`src/rtl/mult_share_arbiter.sv`:
```
// mult_share_arbiter
// Shares one signed 32x32 multiplier among NUM_REQ requesters.
// A round-robin arbiter picks one valid request per cycle. Its 64-bit product
// travels through a LAT-stage stallable pipeline, tagged with the requester
// index, and is returned on a single valid/ready response port in accept order.

module mult_share_arbiter #(
    parameter int NUM_REQ = 4,
    parameter int IDW     = 2,
    parameter int LAT     = 2
) (
    input  logic                   clk,
    input  logic                   rst,
    input  logic [NUM_REQ-1:0]     req_valid,
    output logic [NUM_REQ-1:0]     req_ready,
    input  logic [32*NUM_REQ-1:0]  req_a,
    input  logic [32*NUM_REQ-1:0]  req_b,
    output logic                   rsp_valid,
    input  logic                   rsp_ready,
    output logic [IDW-1:0]         rsp_id,
    output logic [63:0]            rsp_z,
    input  logic                   flush,
    output logic                   busy,
    output logic [31:0]            op_count
);

    // Pipeline stage registers; index 0 is stage 1, index LAT-1 drives the response
    logic [LAT-1:0]  stg_valid_r;
    logic [IDW-1:0]  stg_id_r [LAT];
    logic [63:0]     stg_z_r  [LAT];

    logic [IDW-1:0]  rr_ptr_r;
    logic [31:0]     op_count_r;

    logic            stall_s;
    logic            grant_found_s;
    logic [IDW-1:0]  grant_idx_s;
    logic [IDW:0]    cand_sum_s;
    logic [IDW-1:0]  cand_idx_s;
    logic            accept_s;
    logic [NUM_REQ-1:0] ready_s;

    logic [31:0]        a_arr_s [NUM_REQ];
    logic [31:0]        b_arr_s [NUM_REQ];
    logic signed [31:0] a_sel_s;
    logic signed [31:0] b_sel_s;
    logic signed [63:0] prod_s;

    // Unpack the flat operand buses into per-requester words
    for (genvar gi = 0; gi < NUM_REQ; gi++) begin : g_unpack
        assign a_arr_s[gi] = req_a[32*gi +: 32];
        assign b_arr_s[gi] = req_b[32*gi +: 32];
    end

    // A held response freezes the whole pipeline
    assign stall_s = stg_valid_r[LAT-1] & ~rsp_ready;

    // Round-robin search: first valid requester starting at rr_ptr, wrapping modulo NUM_REQ
    always_comb begin
        grant_found_s = 1'b0;
        grant_idx_s   = '0;
        cand_sum_s    = '0;
        cand_idx_s    = '0;
        for (int k = 0; k < NUM_REQ; k++) begin
            cand_sum_s = {1'b0, rr_ptr_r} + (IDW+1)'(k);
            if (cand_sum_s >= (IDW+1)'(NUM_REQ)) begin
                cand_sum_s = cand_sum_s - (IDW+1)'(NUM_REQ);
            end else begin
                cand_sum_s = cand_sum_s;
            end
            cand_idx_s = cand_sum_s[IDW-1:0];
            if (!grant_found_s && req_valid[cand_idx_s]) begin
                grant_found_s = 1'b1;
                grant_idx_s   = cand_idx_s;
            end else begin
                grant_found_s = grant_found_s;
            end
        end
    end

    // Ready is one-hot on the granted requester, suppressed by stall, reset and flush
    always_comb begin
        ready_s  = {NUM_REQ{1'b0}};
        accept_s = grant_found_s & ~stall_s & ~rst & ~flush;
        if (accept_s) begin
            ready_s[grant_idx_s] = 1'b1;
        end else begin
            ready_s = {NUM_REQ{1'b0}};
        end
    end

    assign req_ready = ready_s;

    // Granted operands feed the shared multiplier (exact two's-complement product)
    assign a_sel_s = a_arr_s[grant_idx_s];
    assign b_sel_s = b_arr_s[grant_idx_s];
    assign prod_s  = 64'(a_sel_s) * 64'(b_sel_s);

    // Product pipeline: load stage 1 on accept, shift when not stalled, clear on reset/flush
    always_ff @(posedge clk) begin
        if (rst || flush) begin
            stg_valid_r <= '0;
            for (int i = 0; i < LAT; i++) begin
                stg_id_r[i] <= '0;
                stg_z_r[i]  <= 64'd0;
            end
        end else if (!stall_s) begin
            stg_valid_r[0] <= accept_s;
            if (accept_s) begin
                stg_id_r[0] <= grant_idx_s;
                stg_z_r[0]  <= prod_s;
            end else begin
                stg_id_r[0] <= '0;
                stg_z_r[0]  <= 64'd0;
            end
            for (int i = 1; i < LAT; i++) begin
                stg_valid_r[i] <= stg_valid_r[i-1];
                stg_id_r[i]    <= stg_id_r[i-1];
                stg_z_r[i]     <= stg_z_r[i-1];
            end
        end else begin
            stg_valid_r <= stg_valid_r;
        end
    end

    // Arbiter pointer and accepted-op counter advance only on an accept
    always_ff @(posedge clk) begin
        if (rst) begin
            rr_ptr_r   <= '0;
            op_count_r <= 32'd0;
        end else if (accept_s) begin
            rr_ptr_r   <= (grant_idx_s == IDW'(NUM_REQ-1)) ? '0 : grant_idx_s + IDW'(1);
            op_count_r <= op_count_r + 32'd1;
        end else begin
            rr_ptr_r   <= rr_ptr_r;
            op_count_r <= op_count_r;
        end
    end

    assign rsp_valid = stg_valid_r[LAT-1];
    assign rsp_id    = stg_id_r[LAT-1];
    assign rsp_z     = stg_z_r[LAT-1];
    assign busy      = |stg_valid_r;
    assign op_count  = op_count_r;

endmodule

```
`config.mk`:
```
export PLATFORM = sky130hd
export DESIGN_NAME = mult_share_arbiter
export DESIGN_NICKNAME = d
export VERILOG_FILES = /design/src/rtl/mult_share_arbiter.sv
export SDC_FILE = /design/constraint.sdc
export NUM_CORES = 2
export LEC_CHECK = 0
export BUFFER_PORTS_ARGS = -buffer_cell sky130_fd_sc_hd__buf_2
export CAP_MARGIN = 20
export CELL_PAD_IN_SITES_DETAIL_PLACEMENT = 1
export CELL_PAD_IN_SITES_GLOBAL_PLACEMENT = 1
export CORE_UTILIZATION = 45
export CTS_BUF_LIST = sky130_fd_sc_hd__clkbuf_2 sky130_fd_sc_hd__clkbuf_4 sky130_fd_sc_hd__clkbuf_8
export DETAILED_ROUTE_END_ITERATION = 16
export PLACE_DENSITY_LB_ADDON = 0.1
export SLEW_MARGIN = 30
export SYNTH_ARGS = -nofsm -noshare
export SYNTH_HDL_FRONTEND = slang
export SYNTH_SLANG_ARGS = --single-unit
```
`constraint.sdc`:
```
create_clock -name clk -period 15.5 [get_ports clk]
set_clock_uncertainty 0.2 [all_clocks]
set_input_delay 3.1 -clock clk [delete_from_list [all_inputs] [get_ports clk]]
set_output_delay 3.1 -clock clk [all_outputs]
set_load 0.01 [all_outputs]
```
After elaboration in Yosys (flattened, before gate mapping) --
Memories as Yosys holds them, arrays and structs flattened. Index checks and enable logic that the tools add are counted.
Operators by class: magnitude comparators 11, $mul 1, bitwise gates (word level) 15, eq/ne operators 1, reduce and logical (&&, ||, !) cells 9, multiplexer cells 49, add/sub/neg operators 9
Operator list (number):
- $mux 64 | 3
- $bmux 32 s2 | 2
- $mux 32 | 4
- $mul 32x32->64 | 1
- $add 32x1->32 const B | 1
- $mux 2 | 12
- $mux 1 | 22
- $lt 2x3->1 const B | 5
- $ge 3x3->1 const B | 4
- $bmux 1 s2 | 4
- $sub 2x1->2 const B | 4
- $add 2x2->3 const B | 2
- $or 1x1->1 | 6
- $and 1x1->1 | 4
- $logic_and 1x1->1 | 4
- $mux 4 | 1
- $not 1->1 | 4
- $add 2x1->3 const B | 1
- $ge 2x3->1 const B | 1
- $logic_not 1->1 | 3
- $not 2->3 | 1
- $add 2x1->2 const B | 1
- $demux 1 s2 | 1
- $eq 2x2->1 const B | 1
- 3 further kinds | 3
Storage, ports and cells: input port bits 264, memories 2, RAM bits 132, flip-flop bits (word level) 36
Memory list:
- stg_z_r | words 2, bits a word 64, rd ports 2, clocked after memory_dff 0, wr ports 2, line 30 | logic [63:0] stg_z_r [LAT];
- stg_id_r | words 2, bits a word 2, rd ports 2, clocked after memory_dff 0, wr ports 2, line 29 | logic [IDW-1:0] stg_id_r [LAT];

Logic depth before layout (Yosys ltp) --
depth in word-level cells 23, gate-level depth with buffers 39, gate-level depth less buffers 33

Least setup slack after synthesis --
Ideal clock, no wire load.
kind input-to-reg, from in req_valid[2], to mem stg_z_r[0][61], data pin, data arrival time 11.486 ns, stages on the path 34, data required time 15.034 ns, library setup time 0.266 ns, path slack 3.548 ns, cell sequence mux2i_1 -> nor2_1 -> nor3_1 -> buf_2 -> buf_4 -> clkbuf_1 -> nand3_1 -> and2_1 -> buf_2 -> nand2_1 -> inv_1 -> fa_1 -> fa_1 -> fa_1 -> fa_1 -> inv_1 -> fa_1 -> inv_1 -> fa_1 -> inv_1 -> fa_1 -> inv_1 -> fa_1 -> ha_1 -> clkbuf_1 -> a21o_1 -> a21o_1 -> a21oi_1 -> o21ai_0 -> a211oi_1 -> o21ai_1 -> a31oi_1 -> xor2_1 -> nor2_1
RTL lines:
- start, declared | line 14 | input logic [NUM_REQ-1:0] req_valid,
- end, declared | line 30

==> flow_summary.ini <==
[status]
result_of_the_run = completed

[clock_tree]
post_cts_hold_buffer_count = 0
cts.reportedPaths.clkPinSlew_ns = 0.11
clock-sinks = 168
post_cts_resized = 0
tritoncts_clock_tree = built
clock_tree.root_cell = clkbuf_8
post-cts-setup-buffer-count = 0
max-clock-path-buffers = 2
h-tree-depth = 4
worst_skew_pair.late_latency_ns = 0.54
cts_made_buffers = 17

[synth]
yosys-top-cells-area = fa_1 (49%), edfxtp_1 (8.9%), inv_1 (8.1%), nand2_1 (7.1%), nor2_1 (5.3%)
synth_area_leader_cell = fa_1
synth_most_common_cell = fa_1
synthSimpleGateAreaFrac_pct = 17.7
number_of_enable_type_register_cells_in_the_synthesized_netlist = 132
ys_seq_area_share_pct = 10.5
mappedNetlistArea_sq_um = 44500
postSynthCellCount = 4952
post_synth_xor_area_fraction_pct = 1.83
yosys_warnings = 0
synth_largest_type_area_fraction_pct = 48.7
synthDistinctLibCells = 70
synth_nets = 6487
muxShareOfSynthArea_pct = 0.203
ys_dominant_reg_cell = edfxtp_1
yosys.area_share.adder_pct = 54.0
netlist_top_cells_count = fa_1 (1082), inv_1 (956), nand2_1 (839), nor2_1 (633), ha_1 (189)
avgSynthCellArea_sq_um = 8.98
synth_top_family_by_area = adder cells
asyncSetResetFlopFracSynth_pct = 0
synth_area_in_compound_gates_pct = 3.57
yosys_register_bits = 168

[routing]
route.detailed.vias_per_inst = 5.51
detail_route.iter0.violations = 2590
first_pass_detailed_route_iteration_total = 5
ant_nets = 0
drt_drc_violations_left = 0
routedWlPerCell_um = 26.0
totalWireLength_mm = 166
vias = 35200

[floorplanning]
fp-row-count = 114
io_pins = 368
start_util_pct = 45.7
die_h_um = 316
dieWidth_um = 316
coreArea_sq_um = 97300
fp.dieArea_sq_um = 100000

[global_route]
via_count_of_the_first_global_routing_pass = 39800
grt_pass1_wl_mm = 251
grt_max_degree = 103
grt_residual_overflow = 0
initial_antenna_violation_count = 13
grtUsageTotal_pct = 34.6

[run]
drv.max_cap_violation_count = 0

[placement]
portBuffers = 367
detailedPlacementHpwl_mm = 137
place.gp.congestion = 0.975

[setup_path]
r2r_slack_ns = 3.89
critical-path-top-cell-by-count = fa_1
element_type_at_the_critical_path_end = flop
worst_path_slowest_cell = nor3_2
worst_ep_arrival_time_ns = 13.89
timing.setup.critical_path_class = input pin to flop
worst_path_largest_cell_delay_ns = 0.81
endpoint_required_time_on_the_critical_path_ns = 15.69
cp-start-kind = input pin
worstPathMaxFanout = 32

[layout]
num-nets-final = 6638
area_growth_syn_to_layout_pct = 6.78
layout-drive-gt1-share_pct = 11.0
fill_cells = 11500

[sta]
min_period_ns = 13.70
totalNegativeSetupSlack_ns = 0
timing_max_transition_violations_final = 0
grt_setup_unrepaired = no
final_hold_viols = 0
timing.max_slew.rel_slack_pct = 26.5
max_clock_freq_ghz = 0.0730
report.final.setup_viol = 0
timing_worst_slew_pin_value_ns = 1.10
min_period_over_period_pct = 88.4

[hold_path]
hp-class = flop to flop
==> flip-flops by register name, summed over array words and instances, names as in the netlist <==
signal and cells:
stg_z_r 128, stg_id_r 4, op_count 32, stg_valid_r 2, rr_ptr_r 2
==> cell type report <==
type / count / area, sq um / share of cell area [%]
clock buffer: 17 / 234 / 0.493
inverter: 960 / 3610 / 7.60
clock inverter: 15 / 159 / 0.335
sequential: 168 / 4680 / 9.86
timing repair buffer: 475 / 2660 / 5.60
antenna: 5 / 12.5 / 0.0263
multi-input combinational: 3481 / 34500 / 72.7
tap: 1276 / 1600 / 3.36
==> per-stage QoR <==
stage / cell area [sq um] / utilization (%) / worst slack (ns) / hold slack [ns] / instances
global placement: 47100 / 48.4 / 1.42 / 0.253 / 6360
finish: 47500 / 48.8 / 1.80 / 0.279 / 6397
floorplan: 44500 / - / 3.55 / 0.231 / 4952
detailed placement: 47100 / 48.4 / 1.36 / 0.255 / 6360
global route: 47500 / 48.8 / 1.39 / 0.294 / 6396
CTS: 47500 / 48.8 / 1.98 / 0.272 / 6392
==> cell families after synthesis <==
group                      count (synthesis)
and+or+nand+nor                         1865
adders and majority gates               1271
xor gates and xnor gates                  93
AOI/OAI and AO/OA                        243
muxes                                      9
buffers and inverters                   1303
DFF                                      168
==> cell usage in the layout (no fill, tap or decap), drive strengths merged, types with 5 or more instances in the layout <==
cell type  count
and3          79
and2          75
nand4         24
o21a          16
nor2         635
diode          5
a21o          36
a21oi         79
o211ai         5
edfxtp       132
nor2b          6
mux2i          9
or2            8
dfxtp         36
fa          1082
a31oi         13
and4           7
xor2          48
nand3        137
clkinv         8
ha           189
clkbuf        17
inv          965
a211oi        11
nor3b          6
nor3          18
o21ai         53
or3            5
o21bai         6
buf          475
nand2b        18
nand2        842
xnor2         45
==> worst max-delay path, delay by kind of cell <==
kind            cells  cell delay, ns
mux                 2            0.35
fa+ha+maj           9            4.70
compound gates      3            1.21
buf+inv             6            1.23
simple gates        8            3.25
==> metal layers <==
layer / vias to the layer above / track usage [%] / wire [um]
met5: - / 0 / 63
met1: 18600 / 42.7 / 63800
met4: 10 / 19.4 / 11100
met3: 402 / 6.74 / 12800
met2: 1394 / 57.0 / 78500
li1: 14900 / - / -
==> worst paths after layout <==
kind | start | end | cells after the start
worst max-delay path | req_valid[0] | stg_z_r[0][62] | 28
worst min-delay path | stg_valid_r[0] | stg_valid_r[1] | 2
worst max register to register | rr_ptr_r[1] | stg_z_r[0][62] | 27
worst min register to register | stg_valid_r[0] | stg_valid_r[1] | 2
Power is left out: the tool's default activity adds up to more than one toggle a clock period on the data nets, which glitch-free logic cannot reach.
